<file path="src/rtl/bnn_pkg.sv">
// Shared constants, state encoding and sizing helpers for the BNN neuron.
package bnn_pkg;

    localparam int THRESHOLD_WIDTH = 32;

    typedef enum logic {
        ST_ACCUM = 1'b0,
        ST_DONE  = 1'b1
    } state_t;

    // Number of beats needed to stream n items p at a time.
    function automatic int ceil_div(input int n, input int p);
        return (n + p - 1) / p;
    endfunction

    // Bits needed to hold a count from 0 to n inclusive.
    function automatic int acc_width(input int n);
        return $clog2(n + 1);
    endfunction

endpackage

</file>
<file path="src/rtl/neuron_processor_xnor_popcount.sv">
// Masked XNOR popcount over one beat of activation/weight bits.
module xnor_popcount
    import bnn_pkg::*;
#(
    parameter int PARALLEL_INPUTS = 1,
    parameter int CW              = acc_width(PARALLEL_INPUTS)
) (
    input  logic [PARALLEL_INPUTS-1:0] a,
    input  logic [PARALLEL_INPUTS-1:0] b,
    input  logic [PARALLEL_INPUTS-1:0] mask,
    output logic [CW-1:0]              cnt
);

    logic [PARALLEL_INPUTS-1:0] w_match;

    // Count lanes where activation equals weight, ignoring masked-off lanes.
    always_comb begin
        w_match = ~(a ^ b) & mask;
        cnt     = '0;
        for (int i = 0; i < PARALLEL_INPUTS; i++) begin
            cnt = cnt + CW'(w_match[i]);
        end
    end

endmodule

</file>
<file path="src/rtl/neuron_processor.sv">
// Single binary neuron: accumulates XNOR popcount over a streamed vector,
// then compares against a threshold and pulses out_valid for one cycle.
module neuron_processor
    import bnn_pkg::*;
#(
    parameter int       PARALLEL_INPUTS    = 1,
    parameter int       PARALLEL_NEURONS   = 1,
    parameter bit       PARALLELIZE_LAYERS = 1'b0,
    parameter int       NUM_INPUTS         = 2
) (
    input  logic                       clk,
    input  logic                       rst,
    input  logic [PARALLEL_INPUTS-1:0] inputs,
    input  logic [PARALLEL_INPUTS-1:0] weights,
    input  logic [THRESHOLD_WIDTH-1:0] threshold,
    input  logic                       inputs_valid,
    input  logic                       weights_valid,
    output logic                       rd_en,
    output logic                       out_valid,
    output logic                       out
);

    localparam int BEATS      = ceil_div(NUM_INPUTS, PARALLEL_INPUTS);
    localparam int AW         = acc_width(NUM_INPUTS);
    localparam int CW         = acc_width(PARALLEL_INPUTS);
    localparam int BW         = (BEATS > 1) ? $clog2(BEATS) : 1;
    localparam int LAST_LANES = NUM_INPUTS - (BEATS - 1) * PARALLEL_INPUTS;
    localparam logic [BW-1:0] LAST_BEAT = BW'(BEATS - 1);

    // Only a single neuron per instance exists; the layer hint is ignored here.
    if (PARALLEL_NEURONS != 1 || PARALLELIZE_LAYERS > 1'b1) begin : g_bad_cfg
        $error("neuron_processor supports PARALLEL_NEURONS == 1 only");
    end

    state_t                     r_state;
    state_t                     w_state_next;
    logic [AW-1:0]              r_acc;
    logic [BW-1:0]              r_beat;
    logic                       r_out;
    logic                       w_last;
    logic                       w_accept;
    logic                       w_fire;
    logic [PARALLEL_INPUTS-1:0] w_mask;
    logic [CW-1:0]              w_cnt;
    logic [AW-1:0]              w_acc_next;

    xnor_popcount #(
        .PARALLEL_INPUTS(PARALLEL_INPUTS),
        .CW             (CW)
    ) u_pop (
        .a   (inputs),
        .b   (weights),
        .mask(w_mask),
        .cnt (w_cnt)
    );

    // Lane mask: the final beat only carries LAST_LANES real inputs.
    always_comb begin
        w_last = (r_beat == LAST_BEAT);
        w_mask = '1;
        for (int i = 0; i < PARALLEL_INPUTS; i++) begin
            w_mask[i] = !w_last || (i < LAST_LANES);
        end
    end

    // Popcount of a masked beat never exceeds NUM_INPUTS, so the resize is lossless.
    assign w_acc_next = r_acc + AW'(w_cnt);
    assign w_fire     = (THRESHOLD_WIDTH'(w_acc_next) >= threshold);
    assign w_accept   = inputs_valid && weights_valid && rd_en;

    // State register.
    always_ff @(posedge clk) begin
        if (rst) r_state <= ST_ACCUM;
        else     r_state <= w_state_next;
    end

    // Next state and handshake outputs; rd_en is held low while in reset.
    always_comb begin
        w_state_next = r_state;
        rd_en        = 1'b0;
        out_valid    = 1'b0;
        case (r_state)
            ST_ACCUM: begin
                rd_en = !rst;
                if (w_accept && w_last) w_state_next = ST_DONE;
            end
            ST_DONE: begin
                out_valid    = !rst;
                w_state_next = ST_ACCUM;
            end
            default: w_state_next = ST_ACCUM;
        endcase
    end

    // Accumulator, beat counter and result register.
    always_ff @(posedge clk) begin
        if (rst) begin
            r_acc  <= '0;
            r_beat <= '0;
            r_out  <= 1'b0;
        end else if (r_state == ST_DONE) begin
            r_acc  <= '0;
            r_beat <= '0;
        end else if (w_accept) begin
            r_acc <= w_acc_next;
            if (w_last) r_out  <= w_fire;
            else        r_beat <= r_beat + BW'(1);
        end
    end

    assign out = r_out;

endmodule

</file>
<file path="config.mk">
export PLATFORM = sky130hd
export DESIGN_NAME = neuron_processor
export DESIGN_NICKNAME = d
export VERILOG_FILES = /design/src/rtl/bnn_pkg.sv /design/src/rtl/neuron_processor_xnor_popcount.sv /design/src/rtl/neuron_processor.sv
export SDC_FILE = /design/constraint.sdc
export NUM_CORES = 1
export LEC_CHECK = 0
export CORE_AREA = 2 2 39 41
export DETAILED_ROUTE_END_ITERATION = 8
export DIE_AREA = 0 0 41 43
export DONT_BUFFER_PORTS = 1
export GPL_ROUTABILITY_DRIVEN = 0
export SETUP_SLACK_MARGIN = 0.2
export SYNTH_ARGS = -nofsm -noshare
export SYNTH_HDL_FRONTEND = slang
export SYNTH_SLANG_ARGS = --single-unit
export TNS_END_PERCENT = 50
</file>
<file path="constraint.sdc">
create_clock -name clk -period 4.1 [get_ports clk]
set_clock_uncertainty 0.15 [all_clocks]
set_input_delay 0.615 -clock clk [delete_from_list [all_inputs] [get_ports clk]]
set_output_delay 0.615 -clock clk [all_outputs]
set_load 0.05 [all_outputs]
</file>
==> summary.md <==
The run gives 0.2907 ns as the smallest hold slack. Distinct cell type count after synthesis: 20. Summed over all nets, wire length on met2 after detailed routing comes to 372 um.

After synthesis the cells add up to 351.6 sq um. In the synthesized netlist, the number of instances is 39. Clock root buffer master: clkbuf_4. The die is 41 um wide.

The tools report the number of levels in the clock H-tree as 1. In this run the standard cell core region covers 1384 sq um. The pin slew with the least headroom to its limit was 0.5115 ns. At the later pin of the worst-skew pair, clock insertion delay measures 0.24 ns. The routed design has 711 um of wire. Path type of the worst setup path: primary input to flip-flop. Measured in cells, the most critical reg-to-reg path has a length of 7. The worst supply voltage drop on vdd was 0.00007536 V. The count of buffer and inverter cells on the critical path works out to 1. The number of endpoints with negative hold slack in the final report was 0; the data arrival time at the worst-slack endpoint was 1.98 ns. The cell family contributing the most delay on the critical path is simple AND/OR/NAND/NOR gates. The number of instances on the worst hold path was 1.

The tools report the combined area of the multi-input logic cells as 240.2 sq um. The flow ran to the end, and the final reports show no timing, DRC or antenna violations. The source of the worst hold timing path was rst.

For the initial core utilization, the log shows 25.41%. The worst setup slack after layout is 2.151 ns. The run gives 237 um as the post-route met1 wirelength.

In the final design database the tool counted 86 nets. Summed over all nets, wire length on met3 after detailed routing comes to 100 um. The run gives 2 as the worst-case clock buffer depth. The relative max-transition margin is 65.85%. Setup repair after global routing left no endpoint under its margin. The number of antenna violations at the first check in global routing was 0; the count of yosys warnings during synthesis was 0. The count of nets left with antenna violations once routing finished came out at 0. The completed layout was analyzed and its total power is 126.0 uW.

In this run the worst path has a maximum fanout of 2. After synthesis the netlist holds a flip-flop and latch count of 5. The relative area change from synthesis to final layout is 15.30%. Library cell occupying the most area in the post-synthesis netlist: dfxtp_1. Entering global routing, the biggest net connects 8 pins.

Kind of start point of the critical path: a primary input. On the critical path, the stage with the largest delay is an instance of or4_1. Dividing the detail-routed via count by the number of cells gives 5.450. After floorplanning, the core was divided into 14 placement rows. Measured along the y axis, the die boundary spans 43 um. Max-slew violation total from the final report: 0.

The maximum operating frequency came out at 513.0 MHz. The worst register-to-register path ends at out. The worst setup path is captured at a flip-flop. For the number of CTS-inserted buffers, the log shows 3.

The tools report the HPWL after detailed placement as 636.6 um. Dividing total power by cell area gives a power density of 310.7 nW/um^2. The I/O pin count was 41. The average cell area after synthesis is 9.015 sq um.

The critical path goes through xnor2_1 -> ha_1 -> inv_1 -> ha_1 -> nand2b_1 -> a21oi_1 -> or4_1 -> nand2_1. The largest stage delay on the critical path was 0.46 ns. For the setup slack on the worst flop-to-flop path, the log shows 2.33 ns.

Global routing used 8.116% of the available tracks. The startpoint of the worst-slack reg-to-reg timing path is r_acc[0]. The run gives 952 um as the first-pass GRT wire length. Hold repair after CTS inserted 0 buffers. The number of global-route vias before repair is 305, and the per-cell routed wire length is 11.85 um.

For this run the aggregate overflow at the end of global routing stands at 0. Once the clock tree was built, the setup fixing pass inserted 0 buffers. The tools report the number of design-rule violations left by the first detailed-router iteration as 1. Clock-pin slew was measured on the worst setup and hold paths at 0.05 ns. For the antenna diode count, the log shows 0.

The highest metal layer used by the detailed router was met3. Counting every sink on the clock net gives 5. By area the synthesized netlist is led by dfxtp_1 (28%), ha_1 (11%), nor4_1 (8.9%). The share of the synthesized area in the top cell type was 28.47%; the count of TritonRoute iterations in the first routing pass was 2. For the worst setup timing slack at the placement stage, the log shows 1.885 ns. Of the synthesized area, sequential elements account for 28.47%.

Across the run, the number of max-cap violations was 0. The tools report the reported leakage power as 0.0001684 uW. Setup violations remaining at the end of the flow were counted as 0.

The final critical delay including setup and external delays was 1.949 ns. Counting the fill cells in the layout gives 154. Buffers placed on the I/O ports in this run total 0. The cell that appears most often on the critical path is ha_1. The die footprint is 1763 sq um. The worst hold path terminates at r_acc[1]. The tools report the post-CTS resize count as 0.

The layout cell share with drive strength beyond 1 was 18.18%; the sequential cell area was 100.1 sq um. Adding up every negative setup slack in the final design gives 0 ns. The required time of the critical path was 4.13 ns. The net count of the mapped netlist came out at 80. The detailed router placed 327 vias in this run.

The class of the worst hold path was primary input to flip-flop. After layout, the worst path uses 47.55% of the clock period. In the routed design, unresolved DRC markers number 0. TritonCTS built the clock tree.
synthesized netlist by cell type:
master    count
or4_1         1
nor4_4        1
nand2b_1      1
xor2_1        2
a21oi_1       2
nand2_1       2
nor4_2        1
xnor2_1       1
nand3b_1      1
nor2_1        1
nand3_1       1
ha_1          3
nand4_2       1
inv_1         3
nor3_1        4
and2b_2       1
nand4_1       2
dfxtp_1       5
mux2i_1       1
nor4_1        5
logic make-up after synthesis:
family	synth area share (%)
multiplexers	2.847
adder cells (fa/ha/maj)	10.68
XOR/XNOR	7.475
buffers and inverters	3.203
AND/OR/NAND/NOR	44.48
AO/OA/AOI/OAI	2.847
flip-flops	28.47
placed cells by master, fill, tap and decap left out, types with 2 or more instances in the layout:
master    Yosys  routed
dfxtp_1       5       5
xor2_1        2       2
nor4_1        5       5
nand2_1       2       2
inv_1         3       3
nor3_1        4       4
a21oi_1       2       2
nand4_1       2       2
clkbuf_4      0       3
ha_1          3       3
per-layer routing:
metal / vias up / global-route usage (%)
met5: - / 0
met4: 0 / 4.000
met3: 0 / 3.665
met2: 25 / 15.00
met1: 142 / 6.390
li1: 160 / -
cell type report:
cell class	instances	share of cell area [%]
tap	16	4.938
multi-input combinational	31	59.26
sequential	5	24.69
clock buffer	4	6.481
timing repair buffer	1	1.852
inverter	3	2.778
registers in the layout, summed over array words and instances, names as in the netlist:
name	count
r_acc	2
out	1
r_beat	1
r_state	1
worst max path at each step:
| stage | endpoint | startpoint | cells after the start | slack (ns) |
|---|---|---|---|---|
| 3_5_place_dp | out | inputs | 8 | 1.89 |
| 2_1_floorplan | out | rst | 4 | 1.79 |
| 4_1_cts | out | inputs | 8 | 2.13 |
| 3_3_place_gp | out | inputs | 8 | 1.91 |
| 6_report | out | inputs | 8 | 2.15 |
| 5_1_grt | out | inputs | 8 | 2.06 |
per-stage QoR:
stage                     instance area, sq um  utilization (%)  cells
after global routing                     405.4            29.29     60
after detailed placement                 379.1            27.40     56
after CTS                                405.4            29.29     60
final                                    405.4            29.29     60
after global placement                   379.1            27.40     56
after floorplan                          351.6                -     39
worst register-to-register path: cells and delay by family, from the launching register on:
| family | cells | cell delay, ns |
|---|---|---|
| flops | 1 | 0.30 |
| fa+ha+maj | 2 | 0.54 |
| compound gates | 1 | 0.06 |
| buf+inv | 1 | 0.04 |
| simple gates | 3 | 0.62 |
power breakdown:
| group | internal (uW) | switching [uW] | leakage, uW | total (uW) |
|---|---|---|---|---|
| Sequential | 50.6 | 1.15 | 0.0000407 | 51.7 |
| Combinational | 8.86 | 8.67 | 0.000113 | 17.5 |
| Clock | 36.8 | 19.9 | 0.0000150 | 56.7 |
Note: power is estimated with default switching activity, not from simulation.
